**config.mk**
```make
export PLATFORM = sky130hd
export DESIGN_NAME = clk_divider_multi
export DESIGN_NICKNAME = d
export VERILOG_FILES = /design/src/rtl/clk_div_pkg.sv /design/src/rtl/clk_div_chan.sv /design/src/rtl/clk_divider_multi.sv
export SDC_FILE = /design/constraint.sdc
export NUM_CORES = 1
export LEC_CHECK = 0
export CAP_MARGIN = 25
export CORE_MARGIN = 2
export CORE_UTILIZATION = 25
export CTS_BUF_LIST = sky130_fd_sc_hd__clkbuf_8
export CTS_CLUSTER_DIAMETER = 150
export DETAILED_ROUTE_END_ITERATION = 16
export PLACE_DENSITY = 0.43
export SLEW_MARGIN = 20
export SYNTH_ARGS = -nofsm -noshare
export SYNTH_HDL_FRONTEND = slang
export SYNTH_SLANG_ARGS = --single-unit
```
**constraint.sdc**
```tcl
create_clock -name clk -period 3 [get_ports clk]
set_clock_uncertainty 0.2 [all_clocks]
set_input_delay 0.45 -clock clk [delete_from_list [all_inputs] [get_ports clk]]
set_output_delay 0.45 -clock clk [all_outputs]
set_load 0.01 [all_outputs]
```
**src/rtl/clk_div_pkg.sv**
```systemverilog
// Shared types and constants for the multi-channel clock divider.
package clk_div_pkg;

   // Output shape per channel: square-ish clock or single-cycle strobe
   typedef enum logic {
      MODE_HALF  = 1'b0,
      MODE_PULSE = 1'b1
   } mode_e;

   // Smallest usable divisor; written values below this saturate up to it
   localparam int unsigned MIN_DIV = 2;

endpackage

```
**src/rtl/clk_div_chan.sv**
```systemverilog
// One divider channel: period counter, active/pending divisor, registered outputs.
// Ports:
//   clk, rst_n              - system clock, synchronous active-low reset
//   en                      - channel run enable
//   mode                    - requested output mode, latched at each period start
//   div_we, div_wdata       - divisor write into the pending register
//   sync                    - restart the period now (enabled channels only)
//   clk_div, tick, busy     - divided output, period-start pulse, write pending
module clk_div_chan
   import clk_div_pkg::*;
#(
   parameter int unsigned DIV_W = 8
) (
   input  logic             clk,
   input  logic             rst_n,
   input  logic             en,
   input  mode_e            mode,
   input  logic             div_we,
   input  logic [DIV_W-1:0] div_wdata,
   input  logic             sync,
   output logic             clk_div,
   output logic             tick,
   output logic             busy
);

   logic [DIV_W-1:0] cnt,        cnt_nxt;
   logic [DIV_W-1:0] active_div, active_nxt;
   logic [DIV_W-1:0] pend_div,   pend_nxt;
   logic             running,    running_nxt;
   logic             busy_nxt;
   logic             clk_div_nxt;
   logic             tick_nxt;
   mode_e            mode_act,   mode_nxt;

   logic             period_start;
   logic [DIV_W-1:0] wr_sat;

   // Next-state: period tracking, divisor hand-over and output shaping
   always_comb begin
      cnt_nxt      = cnt;
      active_nxt   = active_div;
      pend_nxt     = pend_div;
      running_nxt  = running;
      busy_nxt     = busy;
      mode_nxt     = mode_act;
      clk_div_nxt  = 1'b0;
      tick_nxt     = 1'b0;
      period_start = 1'b0;
      wr_sat       = (div_wdata < DIV_W'(MIN_DIV)) ? DIV_W'(MIN_DIV) : div_wdata;

      if (!en) begin
         cnt_nxt     = '0;
         running_nxt = 1'b0;
      end else begin
         period_start = !running || sync || (cnt == active_div - DIV_W'(1));
         running_nxt  = 1'b1;
         if (period_start) begin
            // A pending divisor written on an earlier edge takes over here
            if (busy) begin
               active_nxt = pend_div;
               busy_nxt   = 1'b0;
            end
            mode_nxt    = mode;
            cnt_nxt     = '0;
            tick_nxt    = 1'b1;
            // cnt = 0 is high in both modes since floor(D/2) >= 1
            clk_div_nxt = 1'b1;
         end else begin
            cnt_nxt     = cnt + DIV_W'(1);
            clk_div_nxt = (mode_act == MODE_HALF) && (cnt_nxt < (active_div >> 1));
         end
      end

      // A write on a boundary edge stays pending for the following period
      if (div_we) begin
         pend_nxt = wr_sat;
         busy_nxt = 1'b1;
      end
   end

   // State and output registers
   always_ff @(posedge clk) begin
      if (!rst_n) begin
         cnt        <= '0;
         active_div <= DIV_W'(MIN_DIV);
         pend_div   <= '0;
         running    <= 1'b0;
         busy       <= 1'b0;
         mode_act   <= MODE_HALF;
         clk_div    <= 1'b0;
         tick       <= 1'b0;
      end else begin
         cnt        <= cnt_nxt;
         active_div <= active_nxt;
         pend_div   <= pend_nxt;
         running    <= running_nxt;
         busy       <= busy_nxt;
         mode_act   <= mode_nxt;
         clk_div    <= clk_div_nxt;
         tick       <= tick_nxt;
      end
   end

endmodule

```
**src/rtl/clk_divider_multi.sv**
```systemverilog
// Multi-channel programmable clock divider; fans shared controls out to N_CH channels.
// Ports:
//   clk, rst_n          - system clock, synchronous active-low reset
//   en, mode            - per-channel enable and mode (0 half, 1 pulse)
//   div_we, div_wdata   - per-channel write strobes, shared divisor value
//   sync                - global phase-align request
//   clk_div, tick, busy - per-channel divided output, period start, write pending
module clk_divider_multi
   import clk_div_pkg::*;
#(
   parameter int unsigned N_CH  = 4,
   parameter int unsigned DIV_W = 8
) (
   input  logic             clk,
   input  logic             rst_n,
   input  logic [N_CH-1:0]  en,
   input  logic [N_CH-1:0]  mode,
   input  logic [N_CH-1:0]  div_we,
   input  logic [DIV_W-1:0] div_wdata,
   input  logic             sync,
   output logic [N_CH-1:0]  clk_div,
   output logic [N_CH-1:0]  tick,
   output logic [N_CH-1:0]  busy
);

   for (genvar i = 0; i < N_CH; i++) begin : g_ch
      clk_div_chan #(
         .DIV_W (DIV_W)
      ) u_chan (
         .clk       (clk),
         .rst_n     (rst_n),
         .en        (en[i]),
         .mode      (mode_e'(mode[i])),
         .div_we    (div_we[i]),
         .div_wdata (div_wdata),
         .sync      (sync),
         .clk_div   (clk_div[i]),
         .tick      (tick[i]),
         .busy      (busy[i])
      );
   end

endmodule

```
==> results by group, run 1 <==
Die
  • Width of the die: 159 µm
  • Area inside the core boundary: 23500 µm²
  • Std cell rows: 56
  • I/O Pins: 35
  • Full die area: approximately 25000 µm²
  • Chip Height: 159 µm
  • Initial cell density of the core: 0.256

Final layout
  • Proportion of layout cells with a drive suffix above 1: 0.0792
  • Final Instance Count excl. Fillers: 1051
  • Post-synthesis to final-layout area growth: 17.4%
  • Diode count: 0
  • NumNets Final: ~770
  • FILL cells: 2575

Hold path
  • Class of the tightest hold or removal check: in2reg

Critical path
  • Launching point of the worst reg2reg path: g_ch[0].u_chan.active_div[1]
  • Worst R2R End: g_ch[0].u_chan.active_div[1]
  • Critical path's largest stage delay: about 0.43 ns
  • Critical path capture point type: register
  • Setup CP Type: reg2reg
  • Cells traversed along the worst timing path: inv_1 -> ha_1 -> or3b_4 -> or4_4 -> a2111oi_4 -> a21oi_2 -> o31a_2 -> a211o_1
  • Worst reg-to-reg path cell count: 8
  • Crit start category: register
  • Setup slack, reg-to-reg: 0.15 ns
  • Critical Path Sink: g_ch[0].u_chan.active_div[1]
  • Worst path slowest cell: or4_4
  • Critical Path Stages: 8
  • Family of cells with the greatest summed delay on the critical path: compound AO/OA/AOI/OAI gates
  • Critical path data required time: about 3.1 ns
  • Largest driver fanout on the critical path: 6
  • Data arrival at the endpoint of the critical path: 2.97 ns
  • Worst setup path startpoint: g_ch[0].u_chan.active_div[1]
  • Critical path buffers and inverters: 1

Place
  • I/O Buffers: 34
  • Final Wtd Congestion: 0.720
  • Placed instance count: 1019
  • Detailed placement HPWL: 10.3 mm

Yosys
  • Basic-gate share of the synthesized area counting and, or, nand and nor cells: 0.194
  • Yosys cell types: 59
  • Mean instance size in the synthesized netlist: between 8 and 9 µm²
  • Post-synth EDFFs: 0
  • Synthesized Nets: 740
  • Sequential area share after synthesis: 0.386
  • Cell count after synthesis: 685
  • Share of synthesized cell area in full adder, half adder and majority cells: 0.0665
  • Fraction of registers with async set or reset after synthesis: 0
  • Synthesized-area fraction occupied by ao, oa, aoi and oai cells: 0.107
  • Post-Synth XOR/XNOR Area: 0.0859
  • Flops & latches, synth: 116
  • Total of warnings raised by yosys: 0
  • Combinational family with the most area after synthesis: simple AND/OR/NAND/NOR gates
  • Fraction of synthesized area in multiplexers: 0.101
  • Area of the mapped netlist: 6020 µm²
  • Flip-flop cell with the highest count after synthesis: dfxtp_1

Timing
  • Highest clock rate: 0.351 GHz
  • Sum of negative setup slack: 0 ns
  • Total of endpoints with negative setup slack in the final report: 0
  • Min Clock Period, post-route: 2.85 ns
  • Transition time at the pin with the least slew margin: 0.646 ns
  • Final period utilization: 0.948
  • Number of max-slew violations in the final report: 0
  • Relative max-transition margin: 0.567
  • Final hold viol count: 0
  • Setup repair after global routing missed its margin: no

Clocking
  • TritonCTS Sinks: approximately 120
  • Number of gates given a new drive strength after cts: 0
  • Setup repair bufs after CTS: 0
  • Maximum buffer depth of the clock tree: 2
  • Count of hold buffers inserted by post-cts repair: 0
  • Clock Pin Slew Worst Setup and Hold Paths: 0.07 ns
  • CTS tree: yes
  • Root buffer cell: clkbuf_8
  • Clock network latency to the later pin of the worst-skew pair: 0.43 ns
  • # H-tree levels: 4
  • Number of buffers created by CTS: 17

Detailed routing
  • First-pass iteration count of the detailed router: 4
  • Total wire length after detailed routing: approximately 14 mm
  • Final routed DRC violation total: 0
  • DR vias: 4522
  • Number of DRC markers in iteration 0: about 230
  • Routed length per instance: 13.2 µm
  • Post-DR vias/cell: roughly 4.3
  • Final antenna-violating net count: 0

Pwr
  • Power density over cell area: 463 nW/µm²
  • Worst supply voltage drop on vdd: 0.242 mV
  • Leakage power: 0.00278 µW

Status
  • Result of the run: finished, final reports clean

Global routing
  • Number of global-route vias before repair: 4493
  • Aggregate global routing overflow: 0
  • Total GRT Usage: 0.115
  • Wire length of the first global-routing pass: 23.4 mm
  • Largest net degree at the start of global routing: 46
  • Number of antenna violations at the first check in global routing: 0

Flow run
  • Max_cap viols: 0
-- synth_stat cells (all sizes together), types with 2 or more instances --
cell type    n  area [µm²]
ha          32         400
clkbuf      23        86.3
buf         16         110
a2111oi      3        45.1
or3b         2        20.0
nand2       89         334
o41ai        2        17.5
a21boi       6        45.0
o31ai        3        22.5
nor4         5        31.3
and3         9        57.6
nor3        17        96.4
a31oi        6        37.5
a31o         2        17.5
o211ai       8        60.1
and2         7        43.8
o21ai        9        45.0
a211o        3        26.3
nand2b       6        37.5
a21oi       10        53.8
xnor2       35         307
inv         43         161
mux2i       61         611
a22oi        2        15.0
nand3       18        90.1
a41o         2        20.0
nand4b       3        26.3
nor2        67         251
o2111ai      3        26.3
nor2b       17         106
xor2        24         210
o31a         2        18.8
or4          2        18.8
o21a        10        75.1
a211oi       7        52.6
dfxtp      116        2320
o22ai        2        12.5
-- metal layers --
layer,up-vias,global-route usage,share of wire
met5,-,0,0
met1,2087,0.156,0.53
met4,0,0.0335,0.0097
li1,2393,-,-
met3,7,0.0341,0.022
met2,35,0.177,0.44
-- layout by cell type (no fill, tap or decap), drive strengths merged, types with 3 or more instances in the layout --
cell type / instances
clkdlybuf4s50: 33
o31ai: 3
clkbuf: 22
and2: 7
a31oi: 6
nand4b: 3
inv: 49
nand2: 89
ha: 32
nor3: 17
nor2: 67
o211ai: 8
dfxtp: 116
o21a: 10
buf: 21
a21boi: 6
xnor2: 35
a211oi: 7
clkinv: 4
nor2b: 17
nand3: 18
o2111ai: 3
nor4: 5
and3: 9
a211o: 3
o21ai: 9
xor2: 24
mux2i: 61
a21oi: 10
nand2b: 6
a2111oi: 3
-- registers in the layout, indices dropped and copies added (netlist names) --
name / flops
g_ch.u_chan.active_div: 32
g_ch.u_chan.busy: 4
g_ch.u_chan.clk_div: 4
g_ch.u_chan.cnt: 32
g_ch.u_chan.mode_act: 4
g_ch.u_chan.pend_div: 32
g_ch.u_chan.running: 4
g_ch.u_chan.tick: 4
-- worst min path at each step --
stage,end,from,slack (ns),depth (start not counted)
2_1_floorplan,g_ch[3].u_chan.mode_act,g_ch[3].u_chan.mode_act,0.23,2
3_3_place_gp,g_ch[1].u_chan.active_div[6],g_ch[1].u_chan.pend_div[6],0.25,2
6_report,g_ch[3].u_chan.active_div[1],rst_n,0.23,2
5_1_grt,g_ch[3].u_chan.active_div[1],rst_n,0.21,2
4_1_cts,g_ch[3].u_chan.active_div[1],rst_n,0.20,2
3_5_place_dp,g_ch[1].u_chan.active_div[4],g_ch[1].u_chan.pend_div[4],0.25,2
-- worst register-to-register path, delay by kind of cell (launching register included) --
family	cells	cell delay, ns
AOI/OAI and AO/OA	4	1.20
adders and majority gates	1	0.15
and+or+nand+nor	2	0.82
buffers and inverters	1	0.05
DFF	1	0.32
-- stage by stage --
step / area [µm²] / hold WS, ns / utilization / total power, µW / setup slack, ns
final: 7060 / 0.227 / 0.300 / 3270 / 0.155
after CTS: 7060 / 0.203 / 0.300 / 3330 / 0.141
after detailed placement: 6720 / 0.251 / 0.285 / 2030 / 0.166
after global routing: 7060 / 0.212 / 0.300 / 3450 / 0.00242
after global placement: 6720 / 0.251 / 0.285 / 2030 / 0.191
after floorplan: 6020 / 0.231 / - / 1900 / 0.172
-- where the power goes --
group	leakage, µW	switching (µW)	internal [µW]
Sequential	0.000948	39.0	1600
Combinational	0.00163	183	173
Clock	0.000206	620	657
Total	0.00278	842	2430
-- final cells by class --
| type | instances | area, µm² | area share |
|---|---|---|---|
| Clock inverter | 10 | 42.5 | 0.00602 |
| Sequential cell | 116 | 2320 | 0.329 |
| Tap cell | 319 | 399 | 0.0565 |
| Clock buffer | 22 | 303 | 0.0429 |
| Inverter | 43 | 161 | 0.0229 |
| Multi-Input combinational cell | 487 | 3340 | 0.472 |
| Timing Repair Buffer | 54 | 498 | 0.0705 |
-- logic make-up after synthesis --
| kind of cell | after synthesis |
|---|---|
| simple gates | 249 |
| flops | 116 |
| compound gates | 86 |
| buf+inv | 82 |
| mux | 61 |
| xor+xnor | 59 |
| fa+ha+maj | 32 |
No activity file was read; power rests on OpenSTA's default activity.
==> run 2: changes to the inputs <==
Settings changed: CELL_PAD_IN_SITES_DETAIL_PLACEMENT set to 1, CELL_PAD_IN_SITES_GLOBAL_PLACEMENT set to 1, CTS_CLUSTER_DIAMETER 150 to unset, PLACE_DENSITY 0.43 to 0.52.
==> run 2 against run 1 <==
Net effect: count of clock-buffer cells in the layout stayed put; utilization is 0.096 points lower; critical endpoint unchanged; first-iteration DRC count is 43% lower.
==> results by group, run 2 (synthesized netlist as in run 1, its figures left out) <==
Status
  • Result of the run: finished, final reports clean (unchanged)

Pwr
  • Fraction of power consumed by combinational cells: 0.103 (was 0.109)
  • Cell internal pwr: 2520 µW (was 2430 µW)
  • Proportion of total power due to net switching: 0.260 (was 0.258)
  • Net Switching: 884 µW (was 842 µW)
  • Clock Power Share: 0.415 (was 0.391)
  • Part of the power in registers: 0.482 (was 0.500)
  • Power density over cell area: 483 nW/µm² (was 463 nW/µm²)
  • Worst supply voltage drop on vdd: 0.213 mV (was 0.242 mV)
  • Leakage power: 0.00273 µW (was 0.00278 µW)

Clocking
  • Clock Pin Slew Worst Setup and Hold Paths: 0.07 ns (about the same)
  • Number of buffers created by CTS: 17 (unchanged)
  • # H-tree levels: 4 (unchanged)
  • Setup repair bufs after CTS: 0 (unchanged)
  • TritonCTS Sinks: 116 (unchanged)
  • Root buffer cell: clkbuf_8 (unchanged)
  • Count of hold buffers inserted by post-cts repair: 0 (unchanged)
  • Maximum buffer depth of the clock tree: 2 (unchanged)
  • CTS tree: yes (unchanged)
  • Clock network latency to the later pin of the worst-skew pair: 0.44 ns (was 0.43 ns)

Final layout
  • Finished Core Util: 0.299 (was 0.300)
  • Top Registers: g_ch.u_chan.active_div x32, g_ch.u_chan.cnt x32, g_ch.u_chan.pend_div x32 (unchanged)
  • NumNets Final: 766 (was 774)
  • Post-synthesis to final-layout area growth: 17.0% (was 17.4%)
  • Commonest cells after routing, fill and taps aside: dfxtp_1 (116), nand2_1 (89), nor2_1 (67) (unchanged)
  • Proportion of layout cells with a drive suffix above 1: 0.0760 (was 0.0792)
  • Leading cell type in the layout, fill and taps excluded: dfxtp_1 (unchanged)

Detailed routing
  • Final antenna-violating net count: 0 (unchanged)
  • Total wire length after detailed routing: 15.2 mm (was 13.9 mm)
  • Detailed-route wire length on metal 1: 7.26 mm (was 7.35 mm)
  • Total length of routed met2 wires: 7.38 mm (was 6.11 mm)
  • DR vias: 4720 (was 4522)
  • Max layer used: met4 (unchanged)
  • First-pass iteration count of the detailed router: 4 (unchanged)
  • Routed length per instance: 14.6 µm (was 13.2 µm)
  • Number of DRC markers in iteration 0: 132 (was 232)
  • Post-DR vias/cell: 4.52 (was 4.30)
  • Met3 Routed Length: 354 µm (was 299 µm)
  • Final routed DRC violation total: 0 (unchanged)

Die
  • Area inside the core boundary: 23500 µm² (unchanged)
  • Initial cell density of the core: 0.256 (unchanged)
  • Std cell rows: 56 (unchanged)
  • Width of the die: 159 µm (unchanged)
  • I/O Pins: 35 (unchanged)
  • Full die area: 25300 µm² (unchanged)
  • Chip Height: 159 µm (unchanged)

Timing
  • Relative max-transition margin: 0.607 (was 0.567)
  • Total of endpoints with negative setup slack in the final report: 0 (unchanged)
  • Transition time at the pin with the least slew margin: 0.587 ns (was 0.646 ns)
  • Setup repair after global routing missed its margin: no (unchanged)
  • Sum of negative setup slack: 0 ns (unchanged)
  • Final hold viol count: 0 (unchanged)
  • Highest clock rate: 0.352 GHz (was 0.351 GHz)
  • Number of max-slew violations in the final report: 0 (unchanged)
  • Min Clock Period, post-route: 2.84 ns (was 2.85 ns)
  • Final period utilization: 0.948 (about the same)

Global routing
  • Number of global-route vias before repair: 5096 (was 4493)
  • Wire length of the first global-routing pass: 25.8 mm (was 23.4 mm)
  • Number of antenna violations at the first check in global routing: 1 (was 0)
  • Total GRT Usage: 0.125 (was 0.115)
  • Aggregate global routing overflow: 0 (unchanged)
  • Largest net degree at the start of global routing: 36 (was 46)

Critical path
  • Critical path's largest stage delay: 0.44 ns (was 0.43 ns)
  • Critical path data required time: 3.13 ns (was 3.12 ns)
  • Cells traversed along the worst timing path: inv_1 -> ha_1 -> or3b_4 -> or4_4 -> a2111oi_4 -> a21oi_4 -> o31a_2 -> a211o_1 (was inv_1 -> ha_1 -> or3b_4 -> or4_4 -> a2111oi_4 -> a21oi_2 -> o31a_2 -> a211o_1)
  • Critical path capture point type: register (unchanged)
  • Family of cells with the greatest summed delay on the critical path: compound AO/OA/AOI/OAI gates (unchanged)
  • Largest driver fanout on the critical path: 6 (unchanged)
  • Crit start category: register (unchanged)
  • Data arrival at the endpoint of the critical path: 2.98 ns (was 2.97 ns)
  • Critical path buffers and inverters: 1 (unchanged)
  • Setup CP Type: reg2reg (unchanged)
  • Worst path slowest cell: or4_4 (unchanged)

Place
  • Final Wtd Congestion: 0.761 (was 0.720)
  • I/O Buffers: 34 (unchanged)
  • Detailed placement HPWL: 11.4 mm (was 10.3 mm)

Hold path
  • Class of the tightest hold or removal check: reg2reg (was in2reg)

Flow run
  • Max_cap viols: 0 (unchanged)
## run 2: cell types whose count changed in the layout (fill, tap and decap cells not counted), sizes merged
cell and delta:
clkinv +1, diode +1, bufinv +1, clkinvlp +2, inv -4, buf -8
## run 2: worst register-to-register path, stage by stage (launching register included)
cell and delay [ns]:
dfxtp_1 0.32, inv_1 0.06, ha_1 0.17, or3b_4 0.40
or4_4 0.44, a2111oi_4 0.41, a21oi_4 0.14, o31a_2 0.34
a211o_1 0.26
## run 2: layer usage
| layer | global-route usage | vias up |
|---|---|---|
| met5 | 0 | - |
| met4 | 0.0438 | 0 |
| met3 | 0.0320 | 16 |
| met2 | 0.212 | 45 |
| met1 | 0.154 | 2278 |
| li1 | - | 2381 |
## run 2: stage by stage
| step | setup slack [ns] | hold slack, ns | instances | cell area [µm²] | power [µW] |
|---|---|---|---|---|---|
| 5_1_grt | 0.0186 | 0.277 | 1043 | 7040 | 3580 |
| 4_1_cts | 0.0854 | 0.267 | 1043 | 7030 | 3460 |
| 3_5_place_dp | 0.118 | 0.257 | 1011 | 6650 | 2030 |
| 6_report | 0.156 | 0.264 | 1044 | 7040 | 3400 |
| 2_1_floorplan | 0.172 | 0.231 | 685 | 6020 | 1900 |
| 3_3_place_gp | 0.188 | 0.254 | 1011 | 6650 | 2020 |
## run 2: final cells by class
cell class / count / area (µm²)
fill: 2798 / 16500
multi-input combinational: 487 / 3350
sequential: 116 / 2320
timing repair buffer: 46 / 425
tap: 319 / 399
clock buffer: 22 / 303
inverter: 43 / 161
clock inverter: 10 / 81.3
antenna: 1 / 2.50
## run 2: timing repair
action	4_1_cts	5_1_grt
endpoints found under the setup margin	0	6
hold endpoints to repair	0	0
resized for setup	0	2
## run 2: final timing paths
path,slack [ns],cells after the start,startpoint,to
setup reg to reg,0.16,8,g_ch[0].u_chan.active_div[1],g_ch[0].u_chan.active_div[1]
setup / recovery,0.16,8,g_ch[0].u_chan.active_div[1],g_ch[0].u_chan.active_div[1]
hold / removal,0.26,2,g_ch[3].u_chan.pend_div[3],g_ch[3].u_chan.active_div[3]
hold reg to reg,0.26,2,g_ch[3].u_chan.pend_div[3],g_ch[3].u_chan.active_div[3]
## run 2: power by group through the flow
stage	registers (µW)	clock network [µW]	logic, µW
after global routing	1640	1550	391
after detailed placement	1670	0	354
after floorplan	1660	0	246
after global placement	1670	0	344
final	1640	1410	351
after CTS	1640	1470	357
==> patch 1 (flow settings as in run 1) <==
Change the parameter `N_CH` from 4 to 8.
--- a/src/rtl/clk_divider_multi.sv
+++ b/src/rtl/clk_divider_multi.sv
@@ -8,7 +8,7 @@
 module clk_divider_multi
    import clk_div_pkg::*;
 #(
-   parameter int unsigned N_CH  = 4,
+   parameter int unsigned N_CH  = 8,
    parameter int unsigned DIV_W = 8
 ) (
    input  logic             clk,
Ports: changed (6 resized); port bits go from 35 to 59. No check against the original RTL was run, so the function may have changed too.
==> patch 1 against run 1 <==
Design area rose by 100%. Setup slack got worse by 10 ps. Sequential cell count rose by 116. Worst hold slack got worse by 100 ps. Synthesized area rose by 100%. Routed wire length rose by 110%. Via count rose by 100%. Power rose by 120%. Critical path type unchanged. Critical endpoint is now g_ch[6].u_chan.active_div[0].
==> patch 1: results (changes against run 1) <==
status: "finished clean"
synth_common_cells: "232 x dfxtp_1, 147 x nand2_1, 144 x nor2_1"
wl_met1_um: 14200  # +93%
highest-signal-layer: "met5"
dp_slack_ps: -89.1  # -255 ps
cp_max_fo: 8  # +2
drt_iter0_markers: 327  # +41%
p_leak_nw: 5.45  # +96%
place_inst: 1984  # +95%
clock_cell_area_share_pct: 6.02  # +1.1 points
antenna_found_initial: 1  # +1
r2r_cells: 9  # +1
grt_max_degree: 51  # +11%
nNetsFinal: 1513  # +95%
critPathArrivalTime_ps: 3190  # +220 ps
reg.largest.list: "g_ch.u_chan.active_div: 64 flops, g_ch.u_chan.cnt: 64 flops, g_ch.u_chan.pend_div: 64 flops"
multi_input_cells: 957  # +97%
track_usage_pct: 11.9  # +0.39 points
layoutNonFillerInstCount: 2057  # +96%
buffer_area_share_pct: 6.28  # -0.77 points
drive_gt1_share_pct: 8.60  # +0.68 points
clk_latency_ps: 600  # +170 ps
grt_pass1_wl_um: 48400  # +110%
min_to: "g_ch[7].u_chan.active_div[0]"
multiInputGateArea_sq_um: 6710  # +100%
dpl_cell_area_sq_um: 13300  # +98%
synth_cell_type_count: 71  # +20%
route.met2.wl_um: 12900  # +110%
regToRegStartpoint: "g_ch[6].u_chan.active_div[1]"
slowest_stage: "or4_1"
met3_length_um: 1300  # +330%
cpPeakStageDelay_ps: 470  # +40 ps
p_clk_share_pct: 43.5  # +4.4 points
fillCellCount: 5042  # +96%
power_mw: 7.04  # +120%
h-tree-depth: 2  # -2
grtUsageMet3_pct: 2.40  # -1.0 points
ir_worst_vdd_mv: 0.216  # -11%
==> patch 1: cell count changes after synthesis, sizes merged, moves of 38 or more <==
cell	before	now
nor2	67	145
xnor2	35	89
dfxtp	116	232
mux2i	61	119
inv	43	81
nand2	89	147
==> patch 1: logic make-up (layout without fill, tap and decap cells) <==
kind of cell               after synthesis  in the layout  share of synthesized area [%]
and+or+nand+nor                        477            477                           18.8
DFF                                    232            232                           38.6
AOI/OAI and AO/OA                      174            174                           11.1
buffers and inverters                  163            253                           5.99
xor gates and xnor gates               123            123                           8.95
muxes                                  119            119                           9.90
adders and majority gates               64             64                           6.65
==> patch 1: worst max path at each step <==
stage	to	slack, ps	cells past startpoint
after global routing	g_ch[6].u_chan.active_div[6]	-8	9
after detailed placement	g_ch[4].u_chan.active_div[1]	-90	6
after CTS	g_ch[6].u_chan.active_div[0]	60	9
after floorplan	g_ch[7].u_chan.active_div[0]	210	9
after global placement	g_ch[4].u_chan.active_div[1]	-20	6
final	g_ch[6].u_chan.active_div[0]	140	9
==> patch 2 (config.mk and constraints of run 1) <==
Made on the original files. Put a register stage on the output `tick`. The value now appears one clock later. The other outputs are not delayed to match.
--- a/src/rtl/clk_divider_multi.sv
+++ b/src/rtl/clk_divider_multi.sv
@@ -23,6 +23,8 @@
    output logic [N_CH-1:0]  busy
 );
 
+   logic [N_CH-1:0] tick_d;
+
    for (genvar i = 0; i < N_CH; i++) begin : g_ch
       clk_div_chan #(
          .DIV_W (DIV_W)
@@ -35,10 +37,14 @@
          .div_wdata (div_wdata),
          .sync      (sync),
          .clk_div   (clk_div[i]),
-         .tick      (tick[i]),
+         .tick      (tick_d[i]),
          .busy      (busy[i])
       );
    end
 
+   always_ff @(posedge clk) begin
+       tick <= tick_d;
+   end
+
 endmodule
 
Function: changed (a bounded check fails within 4 cycles, from zero or initial values and one cycle with rst_n low).
==> patch 2 against run 1 <==
Synthesized area grew 2.2%. Routed wire length grew 0.48%. Power grew 12%. Final cell count shrank 1.0%. Worst hold slack lost 100 ps. Sequential cell count grew 4. Highest routed layer unchanged. Design area grew 3.3%. Setup slack gained 22 ps. Synthesized cell count shrank 2.5%. Largest power group unchanged. Critical endpoint is now g_ch[0].u_chan.mode_act.
==> patch 2: results (changes against run 1) <==
status: "finished clean"
regToRegStartpoint: "g_ch[0].u_chan.active_div[0]"
h-tree-depth: 4  # unchanged
ys_warn_count: 0  # unchanged
drive_gt1_share_pct: 9.36  # +1.4 points
fillCellCount: 2566  # -0.35%
nNetsFinal: 758  # -2.1%
dr.pass1.iters: 4  # unchanged
cts_buffers: 17  # unchanged
antenna_found_initial: 0  # unchanged
synth_fp_nets: 723  # -2.3%
port_buffers: 34  # unchanged
root_buffer: "clkbuf_8"
track_usage_pct: 11.6  # +0.040 points
hpwl_um: 10400  # +0.75%
ir_worst_vdd_mv: 0.257  # +6.2%
reg.largest.list: "g_ch.u_chan.active_div: 32 flops, g_ch.u_chan.cnt: 32 flops, g_ch.u_chan.pend_div: 32 flops"
ys_top_cells_by_area: "dfxtp_1 39%, mux2i_1 9.1%, ha_1 6.5%"
diodes: 0  # unchanged
slew-limit-headroom_pct: 49.1  # -7.6 points
hold_depth: 0  # -2
wl_um: 14000  # +0.48%
synth_common_cells: "120 x dfxtp_1, 67 x nand2_1, 64 x nor2_1"
p_leak_nw: 2.75  # -1.1%
r2r_cells: 8  # unchanged
cts.clk_slew.worst_paths_ps: 80
gp_congestion: 0.779  # +8.3%
synth-seq-area-share_pct: 39.0  # +0.45 points
synth_cell_type_count: 59  # unchanged
num_vias: 4619  # +2.1%
clk_latency_ps: 440
hp-class: "reg -> reg"
reg2reg_slack_ps: 180  # +20 ps
ys_async_sr_fraction_pct: 0  # unchanged
grt_pass1_wl_um: 23900  # +2.5%
grt_max_degree: 30  # -35%
drt_iter0_markers: 201  # -13%
cts_buffer_depth: 2  # unchanged
grt_pass1_vias: 4683  # +4.2%
regToRegEndpoint: "g_ch[0].u_chan.mode_act"
yosysTopAreaCell: "dfxtp_1"
cp_max_fo: 6  # unchanged
setup_tns_ps: 0  # unchanged
min_to: "tick[3]"
critPathArrivalTime_ps: 2990  # +20 ps
hold_path_startpoint: "g_ch[3].u_chan.tick"
==> patch 2: where the power goes <==
part | total [mW] | switching [mW] | internal, mW
clock | 1.61 | 0.671 | 0.944
sequential | 1.69 | 0.0397 | 1.65
combinational | 0.355 | 0.183 | 0.172
total | 3.66 | 0.894 | 2.77
==> patch 2: worst max-delay path by stage <==
stage	endpoint	depth (start not counted)	slack, ps	from
after global placement	g_ch[0].u_chan.active_div[1]	8	180	g_ch[0].u_chan.active_div[0]
after floorplan	g_ch[0].u_chan.active_div[0]	8	160	g_ch[0].u_chan.active_div[0]
after CTS	g_ch[0].u_chan.mode_act	8	100	g_ch[0].u_chan.active_div[1]
after detailed placement	g_ch[0].u_chan.active_div[1]	8	140	g_ch[0].u_chan.active_div[1]
final	g_ch[0].u_chan.mode_act	8	180	g_ch[0].u_chan.active_div[0]
after global routing	g_ch[0].u_chan.mode_act	8	7	g_ch[0].u_chan.active_div[1]
==> patch 2: metal layers <==
layer  up-vias  GRT usage, %  wire length (um)
met3        13          3.02               441
met1      2163          14.4              6720
met2        62          19.6              6670
met5         -             0                 0
li1       2381             -                 -
met4         0          3.29               130
==> patch 2: critical path: stages (launching register included) <==
cell and delay [ps]:
dfxtp_1 310, inv_1 50, ha_1 160, or3b_1 400
or4_4 440, a2111oi_4 400, a21oi_2 170, or3b_2 490
a21oi_1 130
==> patch 2: cell type report <==
cell class / count / area share [%]
inverters: 43 / 2.21
clock buffers: 19 / 3.58
repair buffers: 50 / 6.41
multi-input cells: 471 / 46.9
clock inverters: 13 / 2.45
well taps: 324 / 5.55
flip-flops and latches: 120 / 32.9
==> patch 2: cells by family after synthesis <==
family          count (synthesis)  synth area share (%)
simple gates                  228                  18.9
fa+ha+maj                      32                  6.51
xor+xnor                       56                  7.97
buf+inv                        77                  5.49
flops                         120                  39.0
compound gates                 99                  13.0
mux                            56                  9.11
==> patch 2: per-stage QoR <==
stage               std cells  instance area (sq um)  setup WS, ps  hold WS [ps]
floorplan                 668                   6150           161           110
global placement         1008                   6850           177           113
detailed placement       1008                   6850           137           114
CTS                      1040                   7290          99.5           123
global route             1040                   7300          6.91           130
finish                   1040                   7300           177           124
==> patch 2: timing repair <==
item / in CTS / in global routing
resized for setup: 0 / 3
hold endpoints to repair: 0 / 0
endpoints found under the setup margin: 0 / 11
buffers inserted: 0 / 0
